### src/rtl/vga_timing_gen.sv
// -----------------------------------------------------------------------------
// vga_timing_gen
//
// Raster timing generator for the pixel-coordinate overlay pipeline. Produces
// the horizontal/vertical pixel counters, sync pulses, visible-area flag and
// line/frame start strobes, plus copies of the syncs and visible flag delayed
// by PIPE_DELAY cycles so they line up with the registered overlay colour path.
//
// Ports:
//   clk_0        in   1   pixel clock (only clock)
//   rst          in   1   synchronous active-high reset
//   pixel_x      out  10  horizontal count, 0..H_TOTAL-1
//   pixel_y      out  10  vertical count, 0..V_TOTAL-1
//   hsync        out  1   horizontal sync (active level SYNC_POL)
//   vsync        out  1   vertical sync (active level SYNC_POL)
//   video_on     out  1   high inside the visible area
//   frame_start  out  1   one-cycle pulse at (0, 0)
//   line_start   out  1   one-cycle pulse at pixel_x = 0
//   hsync_d      out  1   hsync delayed PIPE_DELAY cycles
//   vsync_d      out  1   vsync delayed PIPE_DELAY cycles
//   video_on_d   out  1   video_on delayed PIPE_DELAY cycles
// -----------------------------------------------------------------------------
module vga_timing_gen #(
   parameter int unsigned H_VISIBLE  = 640,
   parameter int unsigned H_FRONT    = 16,
   parameter int unsigned H_SYNC     = 96,
   parameter int unsigned H_BACK     = 48,
   parameter int unsigned V_VISIBLE  = 480,
   parameter int unsigned V_FRONT    = 10,
   parameter int unsigned V_SYNC     = 2,
   parameter int unsigned V_BACK     = 33,
   parameter bit          SYNC_POL   = 1'b0,
   parameter int unsigned PIPE_DELAY = 1
) (
   input  logic       clk_0,
   input  logic       rst,
   output logic [9:0] pixel_x,
   output logic [9:0] pixel_y,
   output logic       hsync,
   output logic       vsync,
   output logic       video_on,
   output logic       frame_start,
   output logic       line_start,
   output logic       hsync_d,
   output logic       vsync_d,
   output logic       video_on_d
);

   localparam int unsigned H_TOTAL = H_VISIBLE + H_FRONT + H_SYNC + H_BACK;
   localparam int unsigned V_TOTAL = V_VISIBLE + V_FRONT + V_SYNC + V_BACK;

   localparam logic [9:0] H_MAX = 10'(H_TOTAL - 1);
   localparam logic [9:0] V_MAX = 10'(V_TOTAL - 1);

   // Window bounds are 11 bits so an end bound of exactly 1024 stays exact.
   localparam logic [10:0] H_VIS_END  = 11'(H_VISIBLE);
   localparam logic [10:0] HS_START   = 11'(H_VISIBLE + H_FRONT);
   localparam logic [10:0] HS_END     = 11'(H_VISIBLE + H_FRONT + H_SYNC);
   localparam logic [10:0] V_VIS_END  = 11'(V_VISIBLE);
   localparam logic [10:0] VS_START   = 11'(V_VISIBLE + V_FRONT);
   localparam logic [10:0] VS_END     = 11'(V_VISIBLE + V_FRONT + V_SYNC);

   logic [9:0]  next_x;
   logic [9:0]  next_y;
   logic [10:0] nx_ext;
   logic [10:0] ny_ext;
   logic        x_wrap;
   logic        hs_win;
   logic        vs_win;
   logic        vis_win;

   // Flags are decoded from the next counter values so that, once registered,
   // they describe the same pixel as the registered counters.
   always_comb begin
      x_wrap  = (pixel_x == H_MAX);
      next_x  = x_wrap ? '0 : pixel_x + 10'd1;
      next_y  = pixel_y;
      if (x_wrap) begin
         next_y = (pixel_y == V_MAX) ? '0 : pixel_y + 10'd1;
      end
      nx_ext  = {1'b0, next_x};
      ny_ext  = {1'b0, next_y};
      hs_win  = (nx_ext >= HS_START) && (nx_ext < HS_END);
      vs_win  = (ny_ext >= VS_START) && (ny_ext < VS_END);
      vis_win = (nx_ext < H_VIS_END) && (ny_ext < V_VIS_END);
   end

   // Reset parks the counters on the last blanking pixel of the frame so the
   // first post-reset edge lands on (0, 0) with a clean frame_start.
   always_ff @(posedge clk_0) begin
      if (rst) begin
         pixel_x     <= H_MAX;
         pixel_y     <= V_MAX;
         hsync       <= ~SYNC_POL;
         vsync       <= ~SYNC_POL;
         video_on    <= 1'b0;
         frame_start <= 1'b0;
         line_start  <= 1'b0;
      end else begin
         pixel_x     <= next_x;
         pixel_y     <= next_y;
         hsync       <= hs_win ? SYNC_POL : ~SYNC_POL;
         vsync       <= vs_win ? SYNC_POL : ~SYNC_POL;
         video_on    <= vis_win;
         frame_start <= (next_x == '0) && (next_y == '0);
         line_start  <= (next_x == '0);
      end
   end

   generate
      if (PIPE_DELAY == 0) begin : g_nodly
         assign hsync_d    = hsync;
         assign vsync_d    = vsync;
         assign video_on_d = video_on;
      end else begin : g_dly
         logic [PIPE_DELAY-1:0] hs_pipe;
         logic [PIPE_DELAY-1:0] vs_pipe;
         logic [PIPE_DELAY-1:0] vo_pipe;

         always_ff @(posedge clk_0) begin
            if (rst) begin
               hs_pipe <= {PIPE_DELAY{~SYNC_POL}};
               vs_pipe <= {PIPE_DELAY{~SYNC_POL}};
               vo_pipe <= '0;
            end else begin
               hs_pipe[0] <= hsync;
               vs_pipe[0] <= vsync;
               vo_pipe[0] <= video_on;
               for (int unsigned i = 1; i < PIPE_DELAY; i++) begin
                  hs_pipe[i] <= hs_pipe[i-1];
                  vs_pipe[i] <= vs_pipe[i-1];
                  vo_pipe[i] <= vo_pipe[i-1];
               end
            end
         end

         assign hsync_d    = hs_pipe[PIPE_DELAY-1];
         assign vsync_d    = vs_pipe[PIPE_DELAY-1];
         assign video_on_d = vo_pipe[PIPE_DELAY-1];
      end
   endgenerate

endmodule

### config.mk
export PLATFORM = sky130hd
export DESIGN_NAME = vga_timing_gen
export DESIGN_NICKNAME = d
export VERILOG_FILES = /design/src/rtl/vga_timing_gen.sv
export SDC_FILE = /design/constraint.sdc
export NUM_CORES = 1
export LEC_CHECK = 0
export CELL_PAD_IN_SITES_DETAIL_PLACEMENT = 0
export CELL_PAD_IN_SITES_GLOBAL_PLACEMENT = 2
export CORE_UTILIZATION = 30
export DETAILED_ROUTE_END_ITERATION = 8
export GPL_TIMING_DRIVEN = 0
export PLACE_DENSITY = 0.75
export SLEW_MARGIN = 15
export SYNTH_ARGS = -nofsm -noshare
export SYNTH_HDL_FRONTEND = slang
export SYNTH_SLANG_ARGS = --single-unit
### constraint.sdc
create_clock -name clk_0 -period 3 [get_ports clk_0]
set_clock_uncertainty 0.1 [all_clocks]
set_input_delay 0.45 -clock clk_0 [delete_from_list [all_inputs] [get_ports clk_0]]
set_output_delay 0.45 -clock clk_0 [all_outputs]
set_load 0.01 [all_outputs]
==> out/metrics.csv <==
stage,metric,value,unit
grt,grt_max_degree,17,
synthesis,syn_inst,170,
floorplanning,die_width,72.0,µm
power,power.share.clock,17.5,%
timing,fin_crit_sh,92.9,%
clocking,cts_tree,done,
synthesis,ys_seq_area_share,38.1,%
critical_path,required,3070,ps
drt,dr.pass1.iters,5,
synthesis,synthesis.nets,175,
final_layout,antenna_cells,0,
synthesis,synth-edff-count,0,
clocking,clock-root-buffer,clkbuf_8,
power,comb_power_share,52.5,%
power,intPower,1.05,mW
clocking,cts-buffers-inserted,3,
critical_path,path_class,flop to flop,
drt,viasPerCell,5.15,
timing,worst_pin_slew,580,ps
power,p_sw,0.687,mW
synthesis,synthArstFlopShare,0,%
critical_path,cp-start-kind,flop,
final_layout,syn_to_final_growth,31.1,%
critical_path,setup.worst_path.end_class,flop,
grt,grt_remaining_overflow,0,
critical_path,crit_family,simple AND/OR/NAND/NOR gates,
critical_path,crit_buf_inv,1,
synthesis,synthXorXnorAreaFrac,6.55,%
floorplanning,ioPinCount,30,
critical_path,crit_path_max_incr_delay,460,ps
power,p_sw_share,39.6,%
timing,slew_headroom,61.0,%
placed_design,dpl.hpwl,2930,µm
clocking,cts_resized,0,
worst_hold_path,min_path_type,flop to flop,
grt,grt_use_total,16.2,%
synthesis,ys_top_cells_by_count,"dfxtp_1, nor2_1, nand2_1",
power,power.leakage,0.713,nW
drt,wl_met3,98,µm
clocking,clk_transition_reported_paths,100,ps
synthesis,syn_area_per_cell,8.65,µm²
grt,grt_pass1_vias,1360,
drt,dr_wl_met2,1860,µm
floorplanning,dieArea,0.00518,mm²
synthesis,synth_mux_area_share,0.681,%
clocking,cts.sinks,28,
floorplanning,die_y,72.0,µm
placed_design,io_buffer_count,29,
placed_design,gp_congestion,0.867,
critical_path,worstPathCellList,ha_1 -> nand4_1 -> or3_1 -> buf_6 -> nor3_4 -> xnor2_1 -> o21ai_0 -> nor4b_1,
timing,fmax,359,MHz
timing,finalSetupTns,0,ps
power,p_per_area,899,mW/mm²
critical_path,cp_slowest_cell,or3_1,
placed_design,post-place-cells,266,
synthesis,synth.most_common_cell,dfxtp_1,
timing,setup_viol,0,
drt,num_vias,1390,
synthesis,yosysTopAreaCell,dfxtp_1,
synthesis,ys_warn_count,0,
timing,period_minus_slack,2790,ps
final_layout,fin_util,40.8,%
timing,hold_viol,0,
floorplanning,start_util,31.1,%
critical_path,critPathArrivalTime,2860,ps
drt,drtIter0Drc,89,
clocking,clk_latency,280,ps
synthesis,ys_types,48,
timing,rsz0062_at_grt,false,
synthesis,yosys-top-cells-area,"dfxtp_1, nor2_1, xor2_1",
clocking,postCtsSetupBuffers,0,
drt,drt-met1-wl,1830,µm
grt,grt_pass1_wl,6490,µm
drt,route.detailed.drc,0,
timing,hold_ws,347,ps
critical_path,cp_max_fo,9,
power,ir_worst_vdd,0.283,mV
synthesis,synth_top_family_by_area,simple AND/OR/NAND/NOR gates,
grt,antenna_found_initial,0,
synthesis,synth-simple-area-share,29.4,%
timing,final_max_slew_viol_count,0,
synthesis,synthAdderAreaFrac,2.55,%
drt,wl_per_cell,14.6,µm
floorplanning,rows,25,
synthesis,ys_ff_latch,28,
power,p_seq_share,30.0,%
clocking,hold_buffers,0,
drt,antenna_left,0,
outcome,status,finished clean,
final_layout,design_area,0.00193,mm²
synthesis,synth_top_area_share,38.1,%
final_layout,drive_above_1_share,10.3,%
synthesis,syn_area,0.00147,mm²
synthesis,synth-compound-area-share,16.4,%
placed_design,postPlaceCellArea,0.00184,mm²
clocking,htreeDepth,1,
clocking,clockBufferDepth,2,
run,drv_cap,0,
synthesis,synth_flop_cell,dfxtp_1,
final_layout,stdcell_count,270,
final_layout,final_nets,209,
drt,routed_wl,3930,µm
drt,highest_layer,met4,
floorplanning,core,0.00472,mm²
## final cells by class
class	count	area (µm²)
sequential	28	561
clock inverter	1	30.0
fill	485	2800
timing repair buffer	29	290
multi-input combinational	126	828
clock buffer	3	41.3
buffer	10	70.1
inverter	6	22.5
tap	67	83.8
## layout by cell type, fill, tap and decap left out, types with 5 or more instances in the layout
cell / synthesis / layout
clkdlybuf4s50_1: 0 / 29
dfxtp_1: 28 / 28
nor2_1: 17 / 17
nand2_1: 12 / 12
nand3_1: 8 / 8
nand4_1: 7 / 7
o21ai_0: 7 / 7
inv_1: 6 / 6
nor3_1: 7 / 6
xor2_1: 6 / 6
or2_2: 6 / 6
xnor2_1: 5 / 5
## power groups by stage
| stage | registers, mW | logic [mW] | clock network (mW) |
|---|---|---|---|
| 6_report | 0.519 | 0.909 | 0.304 |
| 5_1_grt | 0.536 | 1.00 | 0.326 |
| 4_1_cts | 0.521 | 0.895 | 0.313 |
| 3_5_place_dp | 0.530 | 0.888 | 0 |
| 3_3_place_gp | 0.526 | 0.881 | 0 |
| 2_1_floorplan | 0.549 | 0.565 | 0 |
## path summary, 6_finish.rpt
check,slack (ps),startpoint,end,cells past startpoint
worst max-delay path,210,pixel_x[0]$_SDFF_PP1_,frame_start$_SDFF_PP0_,8
worst min-delay path,350,vsync$_SDFF_PP1_,vsync_d$_SDFF_PP1_,1
worst max register to register,210,pixel_x[0]$_SDFF_PP1_,frame_start$_SDFF_PP0_,8
worst min register to register,350,vsync$_SDFF_PP1_,vsync_d$_SDFF_PP1_,1
## registers in the layout (all words and copies together) (netlist names)
name	flops
frame_start	1
hsync	1
hsync_d	1
line_start	1
pixel_x	10
pixel_y	10
video_on	1
video_on_d	1
vsync	1
vsync_d	1
## stage by stage
step,power (mW),setup slack (ps)
floorplan,1.11,637
global placement,1.41,92.5
detailed placement,1.42,55.5
CTS,1.73,14.5
global route,1.86,3.45
finish,1.73,214
## worst reg2reg max path, delay by kind of cell (launching register included)
kind / cells / cell delay [ps]
flip-flops: 1 / 410
XOR/XNOR: 1 / 250
AND/OR/NAND/NOR: 4 / 1240
adder cells (fa/ha/maj): 1 / 310
AO/OA/AOI/OAI: 1 / 220
buffers and inverters: 1 / 150
## cell families (layout without fill, tap and decap cells)
kind of cell / after synthesis / in the layout
and+or+nand+nor: 77 / 77
AOI/OAI and AO/OA: 34 / 34
DFF: 28 / 28
buffers and inverters: 16 / 49
xor gates and xnor gates: 11 / 11
adders and majority gates: 3 / 3
muxes: 1 / 1
## layer usage
metal	vias to the layer above	GRT usage, %
met5	-	0
met2	38	27.0
met1	661	20.4
met4	0	8.71
met3	12	2.08
li1	679	-
Power figures use the tool's default switching activity.
